[src/rtl/i2c_ram_slave.sv]
// I2C target exposing a 2^ADDR_W byte register RAM, with auto-incrementing
// pointer, repeated-START reads and a parallel fabric read port.
module i2c_ram_slave #(
  parameter int unsigned ADDR_W      = 3,
  parameter logic [6:0]  DEV_ADDR    = 7'h50,
  parameter int unsigned SYNC_STAGES = 2
) (
  input  logic              clk,
  input  logic              rst_n,
  input  logic              scl_i,
  input  logic              sda_i,
  output logic              sda_oe,
  input  logic [ADDR_W-1:0] fab_raddr,
  output logic [7:0]        fab_rdata,
  output logic              wr_strobe,
  output logic [ADDR_W-1:0] wr_addr,
  output logic              busy
);

  localparam int unsigned DEPTH = 1 << ADDR_W;

  typedef enum logic [3:0] {
    IDLE, DEVADDR, DEVACK, PTR, PTRACK, WDATA, WACK, RDATA, RACK, IGNORE
  } state_t;

  logic [SYNC_STAGES-1:0] scl_sync_q, scl_sync_d, sda_sync_q, sda_sync_d;
  logic                   scl_prev_q, scl_prev_d, sda_prev_q, sda_prev_d;
  logic                   scl_s, sda_s, scl_rise, scl_fall, start_det, stop_det;

  state_t                 state_q, state_d;
  logic [2:0]             cnt_q, cnt_d;
  logic [7:0]             shift_q, shift_d;
  logic [ADDR_W-1:0]      ptr_q, ptr_d, ptr_inc;
  logic [ADDR_W-1:0]      wr_addr_q, wr_addr_d;
  logic                   sda_oe_q, sda_oe_d, busy_q, busy_d, we;
  logic [7:0]             mem_q [DEPTH];
  logic [7:0]             mem_d [DEPTH];
  logic [7:0]             byte_in;

  // Synchroniser chains plus one history flop for edge detection
  always_comb begin
    scl_sync_d = {scl_sync_q[SYNC_STAGES-2:0], scl_i};
    sda_sync_d = {sda_sync_q[SYNC_STAGES-2:0], sda_i};
    scl_prev_d = scl_sync_q[SYNC_STAGES-1];
    sda_prev_d = sda_sync_q[SYNC_STAGES-1];
  end

  // Synchroniser registers, idle-high bus after reset
  always_ff @(posedge clk or negedge rst_n) begin
    if (!rst_n) begin
      scl_sync_q <= '1;
      sda_sync_q <= '1;
      scl_prev_q <= 1'b1;
      sda_prev_q <= 1'b1;
    end else begin
      scl_sync_q <= scl_sync_d;
      sda_sync_q <= sda_sync_d;
      scl_prev_q <= scl_prev_d;
      sda_prev_q <= sda_prev_d;
    end
  end

  assign scl_s     = scl_sync_q[SYNC_STAGES-1];
  assign sda_s     = sda_sync_q[SYNC_STAGES-1];
  assign scl_rise  = scl_s & ~scl_prev_q;
  assign scl_fall  = ~scl_s & scl_prev_q;
  assign start_det = scl_s & scl_prev_q & sda_prev_q & ~sda_s;
  assign stop_det  = scl_s & scl_prev_q & ~sda_prev_q & sda_s;
  assign byte_in   = {shift_q[6:0], sda_s};
  assign ptr_inc   = ptr_q + ADDR_W'(1);

  // Protocol FSM: bits sampled on SCL rise, SDA drive updated on SCL fall
  always_comb begin
    state_d   = state_q;
    cnt_d     = cnt_q;
    shift_d   = shift_q;
    ptr_d     = ptr_q;
    mem_d     = mem_q;
    sda_oe_d  = sda_oe_q;
    busy_d    = busy_q;
    wr_addr_d = wr_addr_q;
    we        = 1'b0;
    if (stop_det) begin
      state_d  = IDLE;
      sda_oe_d = 1'b0;
      busy_d   = 1'b0;
      cnt_d    = '0;
    end else if (start_det) begin
      state_d  = DEVADDR;
      sda_oe_d = 1'b0;
      cnt_d    = '0;
    end else begin
      case (state_q)
        DEVADDR: if (scl_rise) begin
          shift_d = byte_in;
          cnt_d   = cnt_q + 3'd1;
          if (cnt_q == 3'd7) begin
            if (byte_in[7:1] == DEV_ADDR) begin
              state_d = DEVACK;
              busy_d  = 1'b1;
            end else begin
              state_d = IGNORE;
            end
          end
        end
        // ACK is asserted on the first SCL fall and released on the second;
        // a read starts driving its MSB at that same release edge.
        DEVACK, PTRACK, WACK: if (scl_fall) begin
          if (!sda_oe_q) begin
            sda_oe_d = 1'b1;
          end else begin
            sda_oe_d = 1'b0;
            cnt_d    = '0;
            if (state_q == DEVACK && shift_q[0]) begin
              state_d  = RDATA;
              shift_d  = mem_q[ptr_q];
              sda_oe_d = ~mem_q[ptr_q][7];
            end else if (state_q == DEVACK) begin
              state_d = PTR;
            end else begin
              state_d = WDATA;
            end
          end
        end
        PTR: if (scl_rise) begin
          shift_d = byte_in;
          cnt_d   = cnt_q + 3'd1;
          if (cnt_q == 3'd7) begin
            ptr_d   = byte_in[ADDR_W-1:0];
            state_d = PTRACK;
          end
        end
        WDATA: if (scl_rise) begin
          shift_d = byte_in;
          cnt_d   = cnt_q + 3'd1;
          if (cnt_q == 3'd7) begin
            we           = 1'b1;
            mem_d[ptr_q] = byte_in;
            wr_addr_d    = ptr_q;
            ptr_d        = ptr_inc;
            state_d      = WACK;
          end
        end
        RDATA: begin
          if (scl_rise) begin
            shift_d = {shift_q[6:0], 1'b0};
            cnt_d   = cnt_q + 3'd1;
            if (cnt_q == 3'd7) state_d = RACK;
          end else if (scl_fall) begin
            sda_oe_d = ~shift_q[7];
          end
        end
        RACK: begin
          if (scl_fall) begin
            sda_oe_d = 1'b0;
          end else if (scl_rise) begin
            if (!sda_s) begin
              ptr_d   = ptr_inc;
              shift_d = mem_q[ptr_inc];
              cnt_d   = '0;
              state_d = RDATA;
            end else begin
              state_d = IGNORE;
            end
          end
        end
        IDLE, IGNORE: ;
        default: state_d = IDLE;
      endcase
    end
  end

  // Protocol state, pointer and RAM registers
  always_ff @(posedge clk or negedge rst_n) begin
    if (!rst_n) begin
      state_q   <= IDLE;
      cnt_q     <= '0;
      shift_q   <= '0;
      ptr_q     <= '0;
      sda_oe_q  <= 1'b0;
      busy_q    <= 1'b0;
      wr_addr_q <= '0;
      for (int unsigned i = 0; i < DEPTH; i++) mem_q[i] <= '0;
    end else begin
      state_q   <= state_d;
      cnt_q     <= cnt_d;
      shift_q   <= shift_d;
      ptr_q     <= ptr_d;
      sda_oe_q  <= sda_oe_d;
      busy_q    <= busy_d;
      wr_addr_q <= wr_addr_d;
      mem_q     <= mem_d;
    end
  end

  assign sda_oe    = sda_oe_q;
  assign busy      = busy_q;
  assign wr_strobe = we;
  assign wr_addr   = we ? ptr_q : wr_addr_q;
  assign fab_rdata = mem_q[fab_raddr];

endmodule
[config.mk]
export PLATFORM = sky130hd
export DESIGN_NAME = i2c_ram_slave
export DESIGN_NICKNAME = d
export VERILOG_FILES = /design/src/rtl/i2c_ram_slave.sv
export SDC_FILE = /design/constraint.sdc
export NUM_CORES = 1
export LEC_CHECK = 0
export CORE_ASPECT_RATIO = 0.8
export CORE_MARGIN = 10
export CORE_UTILIZATION = 35
export CTS_BUF_LIST = sky130_fd_sc_hd__clkbuf_8
export CTS_CLUSTER_DIAMETER = 60
export DETAILED_ROUTE_END_ITERATION = 12
export SLEW_MARGIN = 10
export SYNTH_ARGS = -nofsm -noshare
export SYNTH_HDL_FRONTEND = slang
export SYNTH_SLANG_ARGS = --single-unit
[constraint.sdc]
create_clock -name clk -period 3.6 [get_ports clk]
set_input_delay 0.36 -clock clk [delete_from_list [all_inputs] [get_ports clk]]
set_output_delay 0.36 -clock clk [all_outputs]
set_load 0.02 [all_outputs]
# Yosys cells after proc, flatten, opt, wreduce, memory -nomap -nowiden

Index checks and enable logic that the tools add are counted.

Register bits: 93
Word-level logic and storage cells: 185

Reductions and logical operators: 22
Magnitude comparators: 4
Add/subtract/negate cells: 2
Bitwise gates (word level): 18
Equal/unequal tests: 42
Multiplexer cells: 78

Operator list:

| kind               | number |
|---|---|
| $mux 8             | 15 |
| $bmux 8 s3         | 3 |
| $bwmux 64          | 1 |
| $mux 4             | 16 |
| $ne 4x4->1 const B | 16 |
| $mux 3             | 18 |
| $pmux 8 s4         | 1 |
| $pmux 4 s7         | 1 |
| $demux 8 s3        | 1 |
| $ne 2x2->1 const B | 11 |
| $mux 1             | 19 |
| $pmux 3 s3         | 2 |
| $eq 4x3->1 const B | 4 |
| $reduce_and 5->1   | 3 |
| $reduce_and 13->1  | 1 |
| $ge 4x4->1 const B | 3 |
| $not 3->4          | 3 |
| $reduce_and 11->1  | 1 |
| $reduce_and 10->1  | 1 |
| $reduce_bool 5->1  | 2 |
| $eq 4x2->1 const B | 2 |
| $eq 4x4->1 const B | 2 |
| $not 1->1          | 8 |
| $reduce_bool 2->1  | 4 |
| other kinds (18)   | 28 |

# Depth between registers and ports, before layout

Gate-level depths: netlist of the first run.

Depth in word-level cells: 11
Depth in mapped cells: 9
Mapped depth without buffers: 8

# Least setup slack after synthesis of the first run

Ideal clock, no wire load.

Path kind: input-to-output
From: input port fab_raddr[0]
To: output port fab_rdata[0]
Data required time: 3.240 ns
Arrival: 1.917 ns
Setup slack: 1.323 ns
Stages on the path: 4
Path through: clkbuf_1 -> buf_2 -> mux4_2 -> mux2_2

Word-level cells in the longest chain between the ends: 4

RTL lines:

| what                                       | RTL line | text |
|---|---|---|
| start, declared                            | 13       | `input logic [ADDR_W-1:0] fab_raddr,` |
| $not 3->4 (implied by the code)            | 200      | `assign fab_rdata = mem_q[fab_raddr];` |
| $bmux 8 s3                                 | 200      |  |
| $mux 8 (implied by the code) (2 in series) | 200      |  |
| end, declared                              | 14       | `output logic [7:0] fab_rdata,` |

Every way passes these cells. The select of a mux whose other input is x is not followed.

# Worst setup path after layout of the first run

From: register scl_sync_q[1]
To: output port wr_addr[0]

Word-level cells in the longest chain between the ends: 6
Elaborated cells on any way between the ends: 11
Those cells by class: 5 x mux; 6 x bitwise

RTL lines:

| what                                         | RTL line   | text |
|---|---|---|
| start, declared                              | 26         | `logic [SYNC_STAGES-1:0] scl_sync_q, scl_sync_d, sda_sync_q, sda_sync_d;` |
| start signal, assigned                       | 56         | `scl_sync_q <= scl_sync_d;` |
| $and 1x1->1 (on tied branches)               | 65, 67, 68 |  |
| $mux 1 / $and 1x1->1 (equally long branches) | 133, 67    |  |
| $mux 1 / $and 1x1->1 (equally long branches) | 93, 67     |  |
| $mux 1                                       | 88         | `end else if (start_det) begin` |
| $mux 1 *                                     | 83         | `if (stop_det) begin` |
| $mux 3 *                                     | 199        | `assign wr_addr = we ? ptr_q : wr_addr_q;` |
| end, declared                                | 16         | `output logic [ADDR_W-1:0] wr_addr,` |

Mark *: on every way between the ends. The rest lies on a longest branch, timed or not.

==> results.json, run 1 <==
{
  "instances_no_fill": 686,
  "max-cap-violations": 0,
  "drt_iter0_drc": 253,
  "r2r_slack_ps": 960,
  "cpLargestDelayFamily": "simple AND/OR/NAND/NOR gates",
  "io_pins": 21,
  "synthArstFlopShare_pct": 100.0,
  "synth_cell_types": 71,
  "worst_slack_ps": 604.3,
  "min_to": "scl_sync_q[1]",
  "path_clk_slew_ps": 90,
  "die-area_um2": 22320,
  "timing.setup.tns_ps": 0,
  "status": "finished, final reports clean",
  "totalPowerFinal_uw": 3775,
  "grt_pass1_wl_mm": 24.06,
  "grt_antenna_before_repair": 0,
  "endpoint_kind": "primary output",
  "cp-start-kind": "register",
  "ant_nets": 0,
  "slew_violations": 0,
  "layout-drive-gt1-share_pct": 41.42,
  "critical_path_class": "register to primary output",
  "final_net_count": 471,
  "htreeDepth": 3,
  "dp_hpwl_mm": 9.863,
  "rr_startpoint": "ptr_q[0]",
  "cts.path.max_buffers": 2,
  "placed_area_um2": 6237,
  "yosys.area.top_type": "dfrtp_1",
  "syn-cell-area_um2": 5849,
  "synthTopCellsByCount": "87 x dfrtp_1, 81 x mux2_2, 46 x mux4_2",
  "p_leak_uw": 0.002751,
  "drtPass1Iterations": 5,
  "hold_class": "register to register",
  "rows": 42,
  "worst_skew_pair.late_latency_ps": 380,
  "fin_skew_ps": 8.693,
  "power_density_nw_per_um2": 585.1,
  "numPortBuffers": 20,
  "area_delta_synth_final_pct": 10.29,
  "critPathArrivalTime_ps": 2640,
  "critical_path.startpoint": "scl_sync_q[1]",
  "via_count": 3985,
  "tritoncts": "done",
  "place.gp.congestion": 0.8326,
  "multiInputGateArea_um2": 3292,
  "core_um2": 16450,
  "crit_chain": "and2b_1 -> and3_4 -> nand2_4 -> clkinv_2 -> nand2_1 -> nand2_1 -> clkdlybuf4s50_1",
  "synth-seq-area-share_pct": 39.91,
  "drc_errors": 0,
  "post_drt_wl_per_cell_um": 21.49,
  "synth.avg_cell_area_um2": 12.94,
  "reg2reg_depth": 7,
  "n_fill_cell": 1557,
  "clock-sinks": 93,
  "numCtsBuffers": 9,
  "cts_root_buf": "clkbuf_8",
  "dp.cells": 669,
  "grt_pass1_vias": 4136,
  "rsz0062_at_grt": "false",
  "post-place-ws_ps": 697.6,
  "stdcell_area_um2": 6451,
  "ys.warnings.count": 0,
  "grt_max_degree": 39,
  "synth_area_leaders": "dfrtp_1 37%, mux4_2 18%, mux2_2 16%",
  "peakVddDrop_uv": 284.2,
  "worstHoldPathCells": 0,
  "crit_slowest_cell": "clkdlybuf4s50_1",
  "num_antenna_cells": 0,
  "die_y_um": 135.6,
  "initial_core_util_pct": 35.56,
  "path_common_cell": "nand2_1",
  "finalHoldViolations": 0,
  "syn_nets": 462,
  "yosysMostFrequentCell": "dfrtp_1",
  "cp.required_ps": 3240,
  "setup_viol": 0,
  "relSlewSlack_pct": 43.46,
  "fmax_ghz": 0.3338,
  "grt-ovfl-total": 0,
  "vias_per_cell": 5.809,
  "critPathMaxFanout": 8,
  "timing.rr.end": "shift_q[7]",
  "hp-start": "scl_sync_q[0]",
  "synth_top_area_share_pct": 37.22,
  "finalCriticalPeriod_ps": 2996,
  "worst_pin_slew_ps": 845.2,
  "synthFlopType": "dfrtp_1",
  "critPathMaxStageDelay_ps": 610,
  "die_w_um": 164.5,
  "synth_edf_count": 0,
  "post_cts_resized": 0,
  "grt_usage_pct": 13.79,
  "drt-total-wl_mm": 14.74,
  "ff_latch_area_um2": 2336,
  "synth_cells": 452,
  "min_period_over_period_pct": 83.21,
  "ys_ff_latch": 93,
  "path_buf_inv": 2
}
[sequential cells by signal, indices dropped and copies added (netlist names)]
| signal | cells |
|---|---|
| mem_q | 64 |
| shift_q | 8 |
| state_q | 4 |
| cnt_q | 3 |
| ptr_q | 3 |
| wr_addr_q | 3 |
| scl_sync_q | 2 |
| sda_sync_q | 2 |
| busy | 1 |
| scl_prev_q | 1 |
| sda_oe | 1 |
| sda_prev_q | 1 |
[cells by family (layout without fill, tap and decap cells)]
family | Yosys count | in the layout | share of synthesized area, %
AOI/OAI and AO/OA | 64 | 64 | 7.893
and+or+nand+nor | 103 | 103 | 11.36
adders and majority gates | 3 | 3 | 0.6418
DFF | 93 | 93 | 39.91
xor gates and xnor gates | 4 | 4 | 0.5990
muxes | 141 | 141 | 35.79
buffers and inverters | 44 | 58 | 3.807
[worst max path at each step]
stage	depth (start not counted)	to
3_5_place_dp	5	fab_rdata[0]
3_3_place_gp	5	fab_rdata[7]
6_report	7	wr_addr[0]
5_1_grt	7	wr_addr[0]
4_1_cts	7	wr_addr[0]
2_1_floorplan	4	fab_rdata[0]
[layout by cell type, fill, tap and decap left out, types with 4 or more instances in the layout]
cell	instances
dfrtp_1	86
mux2_2	81
mux4_2	46
nand2_1	34
clkdlybuf4s50_1	19
o21ai_0	17
buf_4	16
nor2_1	13
mux2i_1	13
nand3_1	9
clkbuf_8	9
a21oi_1	8
o22a_1	6
dfstp_2	6
inv_1	5
nor3_1	5
nand2b_1	4
a31oi_1	4
[through the flow]
step	utilization, %	hold slack (ps)
after floorplan	-	64.41
after global placement	37.92	348.0
after detailed placement	37.92	346.8
after CTS	39.22	352.1
after global routing	39.22	360.1
final	39.22	351.3
[layer usage]
metal / global-route usage (%) / wire (um)
met2: 21.71 / 7099
met3: 3.250 / 750
met4: 4.175 / 230
met1: 18.44 / 6662
met5: 0 / 0
[power by group]
group | internal [uW] | leakage (uW) | switching [uW]
combinational | 687 | 0.00140 | 951
sequential | 1150 | 0.00125 | 259
clock | 331 | 0.000102 | 400
total | 2160 | 0.00275 | 1610
[final cells by class]
| class | count | share of cell area (%) |
|---|---|---|
| multi-input combinational | 315 | 51.03 |
| sequential | 93 | 36.21 |
| timing repair buffer | 36 | 4.965 |
| tap | 220 | 4.267 |
| clock buffer | 9 | 1.920 |
| clock inverter | 7 | 1.241 |
| inverter | 6 | 0.3685 |
[what timing repair did]
action	4_1_cts	5_1_grt
hold buffers	1	0
buffers inserted	0	0
hold endpoints to repair	30	0
(Power assumes the default switching activity.)
==> inputs of run 2 (changes only) <==
==> constraint.sdc (replaced) <==
create_clock -name clk -period 2.8 [get_ports clk]
set_input_delay 0.28 -clock clk [delete_from_list [all_inputs] [get_ports clk]]
set_output_delay 0.28 -clock clk [all_outputs]
set_load 0.02 [all_outputs]
==> run 2 against run 1 <==
Against the previous run:
- non-clock buffer count is 6 higher
- register-to-register slack worse by 530 ps
- worst setup slack worse by 430 ps
- via count is 1.1% lower
- largest power group unchanged
- critical path depth is 1 lower
- sequential share of layout area is 0.36 points lower
- clock power is 24% higher
- highest routed layer unchanged
- sequential power is 28% higher
- final cell count is 0.87% higher
- global-route usage is 0.28 points lower
- core utilization is 0.41 points higher
==> results.json, run 2 (same netlist as run 1, synthesis figures left out) <==
{
  "cts_root_buf": "clkbuf_8",
  "largest_reg_flops": 64,
  "largest-register": "mem_q",
  "cts.path.max_buffers": 2,
  "grt_antenna_before_repair": 0,
  "place.gp.congestion": 0.8186,
  "peakVddDrop_uv": 337.3,
  "finalHoldViolations": 0,
  "worst_pin_slew_ps": 676.9,
  "grt_pass1_vias": 4062,
  "initial_core_util_pct": 35.56,
  "core_um2": 16450,
  "area_delta_synth_final_pct": 11.44,
  "cp.required_ps": 2520,
  "power_density_nw_per_um2": 745.9,
  "critical_path.startpoint": "cnt_q[0]",
  "max-cap-violations": 0,
  "die_y_um": 135.6,
  "die-area_um2": 22320,
  "worst_skew_pair.late_latency_ps": 380,
  "slew_violations": 0,
  "critical_path_class": "register to primary output",
  "final_common_cell": "dfrtp_1",
  "numCtsBuffers": 9,
  "grt-ovfl-total": 0,
  "reg2reg_depth": 5,
  "grt_usage_pct": 13.51,
  "endpoint_kind": "primary output",
  "fmax_ghz": 0.3805,
  "final_core_util_pct": 39.63,
  "dp_hpwl_mm": 9.768,
  "drtPass1Iterations": 5,
  "grt_pass1_wl_mm": 23.65,
  "tritoncts": "done",
  "numPortBuffers": 20,
  "rows": 42,
  "final_cell_mix": "85 x dfrtp_1, 81 x mux2_2, 46 x mux4_2, 34 x nand2_1, 19 x buf_4",
  "relSlewSlack_pct": 54.40,
  "drt-total-wl_mm": 14.63,
  "worstHoldPathCells": 1,
  "critPathMaxFanout": 8,
  "worstSetupEndpoint": "wr_strobe",
  "ant_nets": 0,
  "clock-sinks": 93,
  "timing.setup.tns_ps": 0,
  "final_net_count": 477,
  "whs_ps": 311.5,
  "min_period_over_period_pct": 93.85,
  "layout-drive-gt1-share_pct": 41.95,
  "fin_skew_ps": 8.419,
  "timing.rr.end": "shift_q[7]",
  "largestRegisters": "mem_q x64, shift_q x8, state_q x4",
  "path_clk_slew_ps": 90,
  "cts_setup_buffers": 0,
  "p_leak_uw": 0.002808,
  "finalCriticalPeriod_ps": 2628,
  "die_w_um": 164.5,
  "post_drt_wl_per_cell_um": 21.14,
  "grt_max_degree": 52,
  "via_count": 3942,
  "num_antenna_cells": 0,
  "instances_no_fill": 692,
  "status": "finished, final reports clean",
  "drc_errors": 0,
  "rsz0062_at_grt": "false",
  "htreeDepth": 3,
  "hp-start": "scl_i",
  "drt_iter0_drc": 294,
  "critPathArrivalTime_ps": 2350,
  "rr_startpoint": "state_q[1]",
  "dp.cells": 675,
  "setup_viol": 0,
  "hold_class": "primary input to register",
  "r2r_slack_ps": 430,
  "io_pins": 21,
  "cp-start-kind": "register",
  "vias_per_cell": 5.697
}
[run 2: cell count changes in the layout (fill, tap and decap cells not counted), moves of 2 or more]
cell / delta
buf_4: +3
buf_12: +3
inv_1: +2
dlygate4sd2_1: +3
clkdlybuf4s50_1: -3
[run 2: cell type report]
cell class                 count  area [um^2]
sequential                    93         2337
clock inverter                 7        67.56
tap                          220        275.3
timing repair buffer          42        399.1
clock buffer                   9        123.9
fill                        1540         9930
inverter                       6        23.77
multi-input combinational    315         3292
[run 2: metrics by stage]
stage	cell area, um^2	total power [uW]	setup WS [ps]
2_1_floorplan	5849	3444	573.7
4_1_cts	6519	4897	135.8
5_1_grt	6519	5160	39.53
3_5_place_dp	6320	3979	165.4
3_3_place_gp	6320	3950	183.3
6_report	6519	4862	172.1
[run 2: what timing repair did]
action                                 CTS  global route
resized for setup                        4             0
setup endpoints to repair                3             0
endpoints found under the hold margin   44             0
hold buffers                             1             0
[run 2: worst min path at each step]
stage / endpoint
after floorplan: busy
after global placement: scl_sync_q[1]
after detailed placement: scl_sync_q[1]
after CTS: scl_sync_q[0]
after global routing: scl_sync_q[0]
final: scl_sync_q[0]
[run 2: where the power goes]
| group | total (uW) | switching (uW) | internal [uW] |
|---|---|---|---|
| clock network | 902 | 491 | 411 |
| registers | 1800 | 325 | 1480 |
| logic | 2160 | 1230 | 930 |
[run 2: per-layer routing]
| metal | vias to the layer above | global-route usage, % | wire length, um |
|---|---|---|---|
| li1 | 1775 | - | - |
| met1 | 2060 | 18.19 | 6853 |
| met2 | 100 | 20.95 | 6926 |
| met3 | 7 | 4.374 | 764 |
| met4 | 0 | 2.554 | 83 |
| met5 | - | 0 | 0 |
[run 2: worst max-delay path, cell delays in order (launching register included)]
cell and delay [ps]:
dfrtp_1 410, ha_1 210, ha_1 240, and3_4 190, nand2_4 150, clkinv_2 180
clkdlybuf4s50_1 590
==> inputs of run 3 (changes only) <==
--- a/config.mk
+++ b/config.mk
@@ -7,7 +7,7 @@
 export LEC_CHECK = 0
 export CORE_ASPECT_RATIO = 0.8
 export CORE_MARGIN = 10
-export CORE_UTILIZATION = 35
+export CORE_UTILIZATION = 40
 export CTS_BUF_LIST = sky130_fd_sc_hd__clkbuf_8
 export CTS_CLUSTER_DIAMETER = 60
 export DETAILED_ROUTE_END_ITERATION = 12
==> run 3 against run 2 <==
Against the previous run:
- clock power is 2.9% higher
- fmax is 0.58% lower
- die area down 11%
- worst setup slack worse by 15 ps
- register-to-register slack better by 40 ps
- critical path type is now primary input to primary output
- critical endpoint is now fab_rdata[3]
==> results.json, run 3 (same netlist as run 1, synthesis figures left out) <==
{
  "status": "finished, final reports clean",
  "ff_latch_area_um2": 2337,
  "cp.depth": 5,
  "worstSetupEndpoint": "fab_rdata[3]",
  "grt_antenna_before_repair": 0,
  "drtPass1Iterations": 5,
  "cts_root_buf": "clkbuf_8",
  "fin_skew_ps": 11.65,
  "grt_max_degree": 51,
  "finalCriticalPeriod_ps": 2643,
  "clock-sinks": 93,
  "met2_usage_pct": 22.14,
  "crit_slowest_cell": "clkdlybuf4s50_1",
  "die_w_um": 155.2,
  "path_common_cell": "clkdlybuf4s50_1",
  "min_period_over_period_pct": 94.41,
  "p_clk_share_pct": 19.1,
  "final_cell_mix": "85 x dfrtp_1, 81 x mux2_2, 46 x mux4_2, 34 x nand2_1, 20 x buf_4",
  "p_leak_uw": 0.002845,
  "tritoncts": "done",
  "core_um2": 14300,
  "cp.required_ps": 2520,
  "largest-register": "mem_q",
  "drt_iter0_drc": 338,
  "die-area_um2": 19890,
  "slew_violations": 0,
  "peakVddDrop_uv": 513.0,
  "area_delta_synth_final_pct": 11.06,
  "max-cap-violations": 0,
  "setup_viol": 0,
  "ant_nets": 0,
  "htreeDepth": 3,
  "use_met3_pct": 4.091,
  "critPathMaxStageDelay_ps": 540,
  "crit_chain": "clkdlybuf4s50_1 -> buf_12 -> mux4_2 -> mux2_2 -> clkdlybuf4s50_1",
  "largest_reg_flops": 64,
  "use_met1_pct": 20.51,
  "grt-ovfl-total": 0,
  "seq_power_share_pct": 37.1,
  "timing.setup.tns_ps": 0,
  "swShare_pct": 41.83,
  "n_fill_cell": 1313,
  "rsz0062_at_grt": "false",
  "critical_path_class": "primary input to primary output",
  "num_antenna_cells": 0,
  "critical_path.startpoint": "fab_raddr[0]",
  "final_net_count": 478,
  "numPortBuffers": 20,
  "timing.rr.end": "shift_q[7]",
  "p_int_uw": 2823,
  "final_common_cell": "dfrtp_1",
  "largestRegisters": "mem_q x64, shift_q x8, state_q x4",
  "drc_errors": 0,
  "io_pins": 21,
  "dp.cells": 640,
  "reg2reg_depth": 5,
  "combPwrFrac_pct": 43.8,
  "instances_no_fill": 657,
  "grt_pass1_wl_mm": 22.89,
  "cts_setup_buffers": 0,
  "cpLargestDelayFamily": "buffers and inverters",
  "fmax_ghz": 0.3783,
  "multiInputGateArea_um2": 3292,
  "relSlewSlack_pct": 55.27,
  "numCtsBuffers": 9,
  "cp-start-kind": "primary input",
  "die_y_um": 128.2,
  "place.gp.congestion": 0.8767,
  "cts.path.max_buffers": 2,
  "initial_core_util_pct": 40.91,
  "power_density_nw_per_um2": 747.0,
  "critPathMaxFanout": 16,
  "dp_hpwl_mm": 9.651,
  "finalHoldViolations": 0,
  "grt_usage_pct": 14.76,
  "drt-total-wl_mm": 14.27,
  "layout-drive-gt1-share_pct": 42.28,
  "path_clk_slew_ps": 90,
  "post_drt_wl_per_cell_um": 21.72,
  "vias_per_cell": 6.116,
  "final_core_util_pct": 45.44,
  "p_sw_uw": 2030,
  "grt_pass1_vias": 4091,
  "via_count": 4018,
  "worst_skew_pair.late_latency_ps": 400,
  "endpoint_kind": "primary output",
  "worst_pin_slew_ps": 663.9,
  "r2r_slack_ps": 470,
  "path_buf_inv": 3,
  "grt.busiest_layer": "met2",
  "rows": 39,
  "critPathArrivalTime_ps": 2360,
  "rr_startpoint": "state_q[1]",
  "hold_class": "primary input to register"
}
run 3: layout make-up:
class | instances | area share [%]
Clock buffer | 9 | 1.907
Inverter | 6 | 0.3852
Timing Repair Buffer | 43 | 6.375
Multi-Input combinational cell | 315 | 50.67
Tap cell | 184 | 3.544
Sequential cell | 93 | 35.98
Clock inverter | 7 | 1.136
run 3: repair_timing:
item	in CTS	in global routing
endpoints found under the hold margin	47	0
gates cloned	0	0
hold buffers	1	0
endpoints found under the setup margin	1	2
gates resized for setup	1	4
pin swaps	0	0
run 3: routing by layer:
layer	up-vias	share of wire, %	wire length [um]
li1	1766	-	-
met1	2123	47	6665
met2	116	46	6587
met3	13	5.9	846
met4	0	1.2	167
met5	-	0	0
run 3: power groups by stage:
stage	clock (uW)	combinational (uW)	sequential [uW]
2_1_floorplan	0	1870	1580
3_3_place_gp	0	2110	1810
3_5_place_dp	0	2120	1820
4_1_cts	952	2130	1790
5_1_grt	1010	2310	1830
6_report	928	2130	1800
run 3: worst reg2reg max path, stage by stage, from the launching register on:
cell and delay [ps]:
dfrtp_1 730, nor4b_2 450, nand2_1 130, o22ai_2 350
and2_4 270, mux2_4 300
run 3: how the worst min path moves through the flow:
stage | startpoint | end | cells past startpoint
2_1_floorplan | rst_n | busy | 0
3_3_place_gp | sda_sync_q[0] | sda_sync_q[1] | 0
3_5_place_dp | scl_sync_q[0] | scl_sync_q[1] | 0
4_1_cts | sda_i | sda_sync_q[0] | 1
5_1_grt | sda_i | sda_sync_q[0] | 1
6_report | sda_i | sda_sync_q[0] | 1
run 3: through the flow:
step / worst slack [ps] / hold WS [ps] / power [uW] / area [um^2]
final: 156.6 / 286.5 / 4853 / 6496
after global routing: 99.42 / 268.2 / 5156 / 6496
after CTS: 2.463 / 274.7 / 4878 / 6489
after detailed placement: 150.2 / 349.1 / 3943 / 6282
after global placement: 179.7 / 350.1 / 3917 / 6282
after floorplan: 573.7 / -15.59 / 3444 / 5849
